File: config.mk
export PLATFORM = sky130hd
export DESIGN_NAME = reg8_arbiter
export DESIGN_NICKNAME = d
export VERILOG_FILES = /design/src/rtl/reg8_arbiter.sv
export SDC_FILE = /design/constraint.sdc
export NUM_CORES = 1
export LEC_CHECK = 0
export BUFFER_PORTS_ARGS = -buffer_cell sky130_fd_sc_hd__buf_2
export CAP_MARGIN = 20
export CORE_MARGIN = 1
export CORE_UTILIZATION = 42
export CTS_CLUSTER_DIAMETER = 60
export DETAILED_ROUTE_END_ITERATION = 16
export GPL_TIMING_DRIVEN = 1
export PLACE_DENSITY_LB_ADDON = 0.08
export SYNTH_ARGS = -nofsm -noshare
export SYNTH_HDL_FRONTEND = slang
export SYNTH_SLANG_ARGS = --single-unit
export TNS_END_PERCENT = 30
File: constraint.sdc
create_clock -name clk -period 1.8 [get_ports clk]
set_input_delay 0.09 -clock clk [delete_from_list [all_inputs] [get_ports clk]]
set_output_delay 0.09 -clock clk [all_outputs]
set_load 0.1 [all_outputs]
File: src/rtl/reg8_arbiter.sv
// Two-requester round-robin arbiter guarding one shared 8-bit register, with bounded hold time.
// Define REG8_ARB_WRCNT_EN to add the saturating committed-write counter output wr_cnt.
module reg8_arbiter #(
  parameter int         MAX_HOLD  = 4,
  parameter logic [7:0] RESET_VAL = 8'h00
) (
  input  logic       clk,
  input  logic       reset,
  input  logic [1:0] req,
  input  logic [1:0] we,
  input  logic [7:0] d0,
  input  logic [7:0] d1,
  output logic [1:0] gnt,
  output logic [7:0] q,
  output logic       busy
`ifdef REG8_ARB_WRCNT_EN
  ,
  output logic [7:0] wr_cnt
`endif
);

  localparam int             CW        = (MAX_HOLD > 1) ? $clog2(MAX_HOLD) : 1;
  localparam logic [CW-1:0]  HOLD_LAST = CW'(MAX_HOLD - 1);

  typedef enum logic [1:0] {
    IDLE = 2'd0,
    OWN0 = 2'd1,
    OWN1 = 2'd2
  } state_t;

  state_t          r_state;
  state_t          w_next;
  logic            r_last_owner;
  logic [CW-1:0]   r_hold_cnt;
  logic [CW-1:0]   w_hold_next;
  logic            w_wr0;
  logic            w_wr1;
  logic [7:0]      r_q;

  assign gnt  = {r_state == OWN1, r_state == OWN0};
  assign busy = |gnt;
  assign q    = r_q;

  // Only the current owner can commit; gnt is one-hot so at most one of these is set.
  assign w_wr0 = gnt[0] & req[0] & we[0];
  assign w_wr1 = gnt[1] & req[1] & we[1];

  always_comb begin
    w_next      = r_state;
    w_hold_next = r_hold_cnt;
    case (r_state)
      IDLE: begin
        case (req)
          2'b01:   w_next = OWN0;
          2'b10:   w_next = OWN1;
          2'b11:   w_next = r_last_owner ? OWN0 : OWN1;
          default: w_next = IDLE;
        endcase
      end
      OWN0: begin
        if (!req[0]) begin
          w_next = req[1] ? OWN1 : IDLE;
        end else if (req[1]) begin
          if (r_hold_cnt == HOLD_LAST) w_next = OWN1;
          else                         w_hold_next = r_hold_cnt + 1'b1;
        end else begin
          w_hold_next = '0;
        end
      end
      OWN1: begin
        if (!req[1]) begin
          w_next = req[0] ? OWN0 : IDLE;
        end else if (req[0]) begin
          if (r_hold_cnt == HOLD_LAST) w_next = OWN0;
          else                         w_hold_next = r_hold_cnt + 1'b1;
        end else begin
          w_hold_next = '0;
        end
      end
      default: w_next = IDLE;
    endcase
    // Any ownership change restarts the hold window.
    if (w_next != r_state) w_hold_next = '0;
  end

  always_ff @(posedge clk) begin
    if (reset) begin
      r_state      <= IDLE;
      r_hold_cnt   <= '0;
      r_last_owner <= 1'b1;
      r_q          <= RESET_VAL;
    end else begin
      r_state    <= w_next;
      r_hold_cnt <= w_hold_next;
      if (w_next == OWN0 && r_state != OWN0) r_last_owner <= 1'b0;
      if (w_next == OWN1 && r_state != OWN1) r_last_owner <= 1'b1;
      if (w_wr0)      r_q <= d0;
      else if (w_wr1) r_q <= d1;
    end
  end

`ifdef REG8_ARB_WRCNT_EN
  logic [7:0] r_wr_cnt;

  always_ff @(posedge clk) begin
    if (reset) begin
      r_wr_cnt <= 8'h00;
    end else if ((w_wr0 | w_wr1) && r_wr_cnt != 8'hFF) begin
      r_wr_cnt <= r_wr_cnt + 8'h01;
    end
  end

  assign wr_cnt = r_wr_cnt;
`endif

endmodule

==> results of run 1 <==
## what timing repair did
action	in CTS	in global routing
endpoints found under the setup margin	1	1
setup buffers	0	5
pin swaps	0	4
cloned	0	0
gates resized for setup	1	3
## Yosys cell counts
library cell | count | area [um^2]
dfxtp_1 | 13 | 260
nor2_1 | 13 | 48.8
a211oi_1 | 9 | 67.6
mux2i_1 | 9 | 90.1
nand3_1 | 5 | 25.0
ha_1 | 4 | 50.1
inv_1 | 4 | 15.0
nand2_1 | 4 | 15.0
a21oi_1 | 3 | 15.0
o21ai_0 | 3 | 15.0
and3_1 | 2 | 12.5
clkbuf_1 | 2 | 7.51
nor4bb_1 | 2 | 20.0
a2111oi_2 | 1 | 15.0
a211o_1 | 1 | 8.76
a21bo_2 | 1 | 10.0
a21o_1 | 1 | 7.51
a22o_1 | 1 | 8.76
a32oi_1 | 1 | 8.76
and3b_1 | 1 | 8.76
buf_2 | 1 | 5.00
buf_4 | 1 | 7.51
buf_6 | 1 | 11.3
mux2_1 | 1 | 11.3
nand4_1 | 1 | 6.26
nor2b_1 | 1 | 6.26
nor3_1 | 1 | 5.00
nor3_2 | 1 | 10.0
o2111ai_1 | 1 | 8.76
o22ai_1 | 1 | 6.26
o311ai_1 | 1 | 8.76
or4_1 | 1 | 7.51
## how the worst min path moves through the flow
stage               startpoint            to  depth (start not counted)
floorplan                reset  r_last_owner                          2
global placement         d0[5]          q[5]                          3
detailed placement       d0[0]          q[0]                          3
CTS                      d0[2]          q[2]                          3
global route             d0[5]          q[5]                          3
finish                   d0[6]          q[6]                          3
## area by class of cell
cell class	count	area [um^2]	share of cell area [%]
repair buffers	39	213	19.7
multi-input cells	70	524	48.6
inverters	4	17.5	1.62
flip-flops and latches	13	268	24.8
well taps	25	31.3	2.90
clock buffers	4	26.3	2.43
## through the flow
step                      power [mW]  utilization (%)  worst slack, ns
after detailed placement       0.663             57.2          0.00770
after CTS                      0.843             58.8           0.0297
after global routing           0.899             61.2         -0.00847
after floorplan                0.611                -          -0.0642
final                          0.850             61.2           0.0616
after global placement         0.660             57.2           0.0748
## kinds of logic (layout without fill, tap and decap cells)
kind of cell	Yosys count	count (layout)	synth area share [%]
compound gates	24	24	22.4
fa+ha+maj	4	4	6.23
buf+inv	9	47	5.76
flops	13	13	32.4
mux	10	10	12.6
simple gates	32	32	20.6
## power groups by stage
stage	sequential, mW	combinational [mW]	clock (mW)
floorplan	0.406	0.205	0
global placement	0.338	0.323	0
detailed placement	0.338	0.325	0
CTS	0.331	0.327	0.186
global route	0.333	0.369	0.197
finish	0.329	0.347	0.173
## registers in the layout, summed over array words and instances, names as in the netlist
register	cells
r_hold_cnt	2
q	8
r_state	2
r_last_owner	1
## per-layer routing
metal / vias to the layer above / share of wire [%] / track usage, %
li1: 426 / - / -
met1: 362 / 46 / 24.0
met2: 27 / 47 / 25.7
met3: 0 / 6.4 / 7.54
met4: 0 / 0 / 1.76
met5: - / 0 / 0
## worst min-delay path, cell delays in order
cell	delay [ns]
buf_2	0.10
nor2_1	0.09
a211oi_1	0.05
## cells in the final DEF (no fill, tap or decap), types with 2 or more instances in the layout
master | netlist | final
nor4bb_1 | 2 | 2
dfxtp_4 | 0 | 2
dfxtp_1 | 13 | 11
nor2_1 | 13 | 13
buf_4 | 1 | 7
o21ai_0 | 3 | 3
a21oi_1 | 3 | 3
nand2_1 | 4 | 4
mux2i_1 | 9 | 9
ha_4 | 0 | 2
nand3_1 | 5 | 5
inv_1 | 4 | 2
a211oi_1 | 9 | 9
buf_2 | 1 | 32
and3_1 | 2 | 2
clkbuf_4 | 0 | 3
==> impl_metrics.py, run 1 <==
metrics = {
    "outcome": {
        "outcome": "complete, no violations",
    },
    "layout": {
        "areaGrowthSynthToFinish_pct": 34.4,
        "drive_gt1_share_pct": 40.0,
        "final_cells": 155,
        "nets": 157,
        "diodes": 0,
        "fillers": 184,
        "final_area_um2": 1080,
    },
    "route": {
        "wl_per_cell_um": 11.9,
        "postRouteAntennaNets": 0,
        "dr.pass1.iters": 4,
        "drt_iter0_markers": 35,
        "vias_per_cell": 5.26,
        "wl_mm": 1.85,
        "drc": 0,
        "vias": 815,
    },
    "sta": {
        "tightest_slew_ns": 0.486,
        "hold_ws_ns": 0.100,
        "post-route-period-util_pct": 96.6,
        "post-route-min-period_ns": 1.74,
        "fin_skew_ns": 0.00187,
        "rsz0062_at_grt": "yes",
        "maxSlewHeadroom_pct": 67.8,
        "tns_ns": 0,
        "hold_viol_final": 0,
        "max_freq_ghz": 0.575,
        "final-setup-viol-count": 0,
        "slew_viol_final": 0,
    },
    "power": {
        "p_leak_nw": 0.539,
        "clockPowerShare_pct": 20.4,
        "switchingPower_mw": 0.348,
        "power_frac_comb_pct": 40.9,
        "swShare_pct": 41.0,
        "p_int_mw": 0.501,
        "ir_drop_v": 0.000577,
        "seqPwrFrac_pct": 38.8,
        "power_density_nw_per_um2": 787,
    },
    "die": {
        "io_pins": 33,
        "rows": 15,
        "die_w_um": 45.7,
        "dieHeight_um": 45.7,
        "core_um2": 1760,
        "start_util_pct": 45.5,
        "dieArea_um2": 2090,
    },
    "synthesis": {
        "syn_area_um2": 803,
        "netlist_instances": 92,
        "ys_types": 32,
        "synth-seq-cells": 13,
        "synth_fp_nets": 118,
        "synth-seq-area-share_pct": 32.4,
        "avgSynthCellArea_um2": 8.73,
        "synth_warnings": 0,
    },
    "placed_design": {
        "placed_cell_area_um2": 1010,
        "dp_hpwl_mm": 1.27,
        "port_buffers": 32,
        "dp_cells": 146,
        "place_congestion": 0.795,
    },
    "worst_setup_path": {
        "critical_path_buf_inv_count": 1,
        "critPathLaunch": "r_state[0]",
        "crit_arrival_ns": 1.94,
        "worstReg2RegStart": "r_state[0]",
        "criticalPathCategory": "flip-flop to flip-flop",
        "rr_worst_depth": 7,
        "crit_fanout": 7,
        "reg2reg_to": "r_hold_cnt[0]",
        "required_ns": 2.00,
        "cp.depth": 7,
        "crit_path_start_kind": "flip-flop",
        "cpLargestDelayFamily": "compound AO/OA/AOI/OAI gates",
        "endpoint_kind": "flip-flop",
        "cp_slowest_cell": "dfxtp_4",
        "critPathCapture": "r_hold_cnt[0]",
        "regToRegSetupSlack_ns": 0.06,
        "crit_path_cell_trace": "inv_4, ha_4, nor4bb_1, a2111oi_2, o2111ai_1, a211o_1, nor3_2",
        "max_stage_delay_ns": 0.40,
    },
    "clock_network": {
        "clk_path_buf_depth": 2,
        "ctsHoldBuffers": 0,
        "cts.clk_slew.worst_paths_ns": 0.07,
        "cts_htree_levels": 1,
        "clkLatencyLatePin_ns": 0.27,
        "cts_root_buf": "clkbuf_4",
        "numCtsBuffers": 3,
        "clock_sinks": 13,
        "cts_tree": "yes",
    },
    "min_path": {
        "hp-class": "primary input to flip-flop",
    },
    "run": {
        "drv_cap": 0,
    },
    "grt": {
        "grt_max_degree": 14,
        "grt_pass1_vias": 607,
        "antenna_found_initial": 0,
        "grtUsageTotal_pct": 17.3,
        "grt_pass1_wl_mm": 2.61,
        "grt-ovfl-total": 0,
    },
}
Power figures use the tool's default switching activity.
==> inputs of run 2 (changes only) <==
- ABC_AREA: not set -> 1
- BUFFER_PORTS_ARGS: -buffer_cell sky130_fd_sc_hd__buf_2 -> not set
- CORE_UTILIZATION: 42 -> 54
- DONT_BUFFER_PORTS: not set -> 1
- SLEW_MARGIN: not set -> 5
==> run 2 against run 1 <==
  * Clock power increased by 2%
  * Synthesized cell count increased by 28%
  * Clock skew is 0.00053 ns lower
  * Wire length increased by 4.3%
  * Largest power group unchanged
  * Sequential power barely moved
  * Core utilization up 11 points
  * Power grew 4.8%
  * Fmax grew 3.6%
  * Global-route usage rose by 6.7 points
  * Worst setup slack better by 0.060 ns
  * Combinational power grew 11%
  * Die area shrank 19%
==> impl_metrics.py, run 2 <==
metrics = {
    "outcome": {
        "outcome": "complete, no violations",
    },
    "synthesis": {
        "syn_area_um2": 825,
        "yosysTopAreaCell": "dfxtp_1",
        "synth_warnings": 0,
        "netlist_instances": 118,
        "synth_edf_count": 0,
        "synth-seq-area-share_pct": 31.6,
        "synth_top_area_share_pct": 31.6,
        "synth_fp_nets": 144,
        "synth_ff_type": "dfxtp_1",
        "synth.most_common_cell": "nand2_1",
        "async_reset_ff_share_pct": 0,
        "synth_common_cells": "nand2_1 (24), dfxtp_1 (13), inv_1 (12)",
        "avgSynthCellArea_um2": 6.99,
        "ys_types": 20,
        "yosys-top-cells-area": "dfxtp_1 (32%), nand2_1 (11%), o21ai_1 (6.7%), o21a_1 (6.4%), ha_1 (6.1%)",
        "synth-seq-cells": 13,
    },
    "power": {
        "p_leak_nw": 0.445,
        "ir_drop_v": 0.000684,
        "power_density_nw_per_um2": 906,
        "finalPower_mw": 0.891,
    },
    "route": {
        "drc": 0,
        "wl_mm": 1.93,
        "dr_wl_met2_um": 886,
        "dr.pass1.iters": 5,
        "drt_iter0_markers": 25,
        "maxUsedRoutingLayer": "met4",
        "vias_per_cell": 5.45,
        "wl_met3_um": 147,
        "vias": 817,
        "wl_per_cell_um": 12.9,
        "postRouteAntennaNets": 0,
        "wl_met1_um": 888,
    },
    "grt": {
        "antenna_found_initial": 0,
        "grtUsageTotal_pct": 24.0,
        "grt-ovfl-total": 0,
        "grt_pass1_wl_mm": 2.65,
        "grt_pass1_vias": 656,
        "grt_max_degree": 11,
    },
    "worst_setup_path": {
        "crit_arrival_ns": 1.88,
        "cp_common_cell": "nand2_1",
        "cp_slowest_cell": "dfxtp_1",
        "crit_path_cell_trace": "inv_1, ha_2, nand2_2, clkinv_1, nand2_1, nand2_4, inv_2, nand2_1, a21oi_1",
        "criticalPathCategory": "flip-flop to flip-flop",
        "required_ns": 2.00,
        "crit_path_start_kind": "flip-flop",
        "regToRegSetupSlack_ns": 0.12,
        "crit_fanout": 9,
        "max_stage_delay_ns": 0.45,
        "endpoint_kind": "flip-flop",
    },
    "sta": {
        "max_freq_ghz": 0.596,
        "slew_viol_final": 0,
        "final-setup-viol-count": 0,
        "rsz0062_at_grt": "no",
        "post-route-min-period_ns": 1.68,
        "maxSlewHeadroom_pct": 74.5,
        "post-route-period-util_pct": 93.2,
        "worst_slack_ns": 0.122,
        "tightest_slew_ns": 0.382,
        "hold_viol_final": 0,
        "fin_skew_ns": 0.00134,
    },
    "die": {
        "core_um2": 1370,
        "io_pins": 33,
        "dieArea_um2": 1690,
        "rows": 13,
        "die_w_um": 41.1,
        "dieHeight_um": 41.1,
        "start_util_pct": 60.3,
    },
    "clock_network": {
        "cts.clk_slew.worst_paths_ns": 0.08,
        "clk_path_buf_depth": 2,
        "cts_htree_levels": 1,
        "numCtsBuffers": 3,
        "cts_tree": "yes",
        "cts_root_buf": "clkbuf_4",
        "postCtsSetupBuffers": 0,
        "clkLatencyLatePin_ns": 0.27,
        "clock_sinks": 13,
    },
    "placed_design": {
        "port_buffers": 0,
        "dp_slack_ns": 0.172,
        "place_congestion": 0.971,
        "dp_hpwl_mm": 1.47,
    },
    "min_path": {
        "hp-class": "primary input to flip-flop",
    },
    "run": {
        "drv_cap": 0,
    },
    "layout": {
        "nets": 162,
        "largest_register_ffs": 8,
        "drive_gt1_share_pct": 23.0,
        "final_common_cell": "nand2_1",
        "diodes": 0,
        "final_cell_mix": "nand2_1 (24), dfxtp_1 (13), inv_1 (12)",
        "areaGrowthSynthToFinish_pct": 19.3,
    },
}
-- run 2: cell count changes after synthesis, sizes merged, moves of 4 or more --
cell and change:
nand2 +25, o21ai +12, inv +11, a211oi -9, mux2i -9, nand3 +7, o21a +7, a21oi +5
nor2 -4
-- run 2: routing by layer --
layer  up-vias  GRT usage [%]
li1        427              -
met1       353           32.4
met2        35           35.9
met3         2           9.24
met4         0           5.00
met5         -              0
-- run 2: through the flow --
| stage | TNS (ns) | cells | hold slack [ns] | utilization (%) | cell area (um^2) |
|---|---|---|---|---|---|
| 2_1_floorplan | -0.0363 | 118 | 0.273 | - | 830 |
| 3_3_place_gp | 0 | 143 | 0.161 | 67.9 | 927 |
| 3_5_place_dp | 0 | 143 | 0.162 | 67.9 | 927 |
| 4_1_cts | 0 | 149 | 0.000870 | 71.2 | 973 |
| 5_1_grt | 0 | 150 | 0.00528 | 72.0 | 983 |
| 6_report | 0 | 150 | 0.0101 | 72.0 | 983 |
-- run 2: worst max-delay path, delay by kind of cell (launching register included) --
family	cells	cell delay, ns
adders and majority gates	1	0.25
buffers and inverters	3	0.37
and+or+nand+nor	4	0.36
AOI/OAI and AO/OA	1	0.16
DFF	1	0.45
-- run 2: cell families (layout without fill, tap and decap cells) --
logic type	Yosys count	in the layout	synth area share (%)
buf+inv	17	34	7.74
compound gates	31	31	21.7
flops	13	13	31.6
simple gates	53	53	32.9
fa+ha+maj	4	4	6.07
-- run 2: final timing paths --
kind / startpoint / to / depth (start not counted)
max: r_state[0] / q[0] / 9
min: d0[4] / q[4] / 2
max reg2reg: r_state[0] / q[0] / 9
min reg2reg: q[4] / q[4] / 2
-- run 2: cell type report --
class	instances	area (um^2)
flip-flops and latches	13	260
inverters	16	60.1
well taps	15	18.8
clock buffers	4	26.3
repair buffers	14	113
multi-input cells	88	505
fillers	113	383
-- run 2: report_power, final --
| group | internal [mW] | leakage (nW) | switching, mW | total [mW] |
|---|---|---|---|---|
| clock network | 0.0858 | 0.0150 | 0.0911 | 0.177 |
| logic | 0.101 | 0.324 | 0.284 | 0.385 |
| registers | 0.310 | 0.106 | 0.0194 | 0.329 |
-- run 2: repair_timing --
| item | 4_1_cts | 5_1_grt |
|---|---|---|
| hold buffers | 2 | 1 |
| setup endpoints to repair | 0 | 0 |
| gates resized for setup | 0 | 0 |
| endpoints found under the hold margin | 11 | 1 |
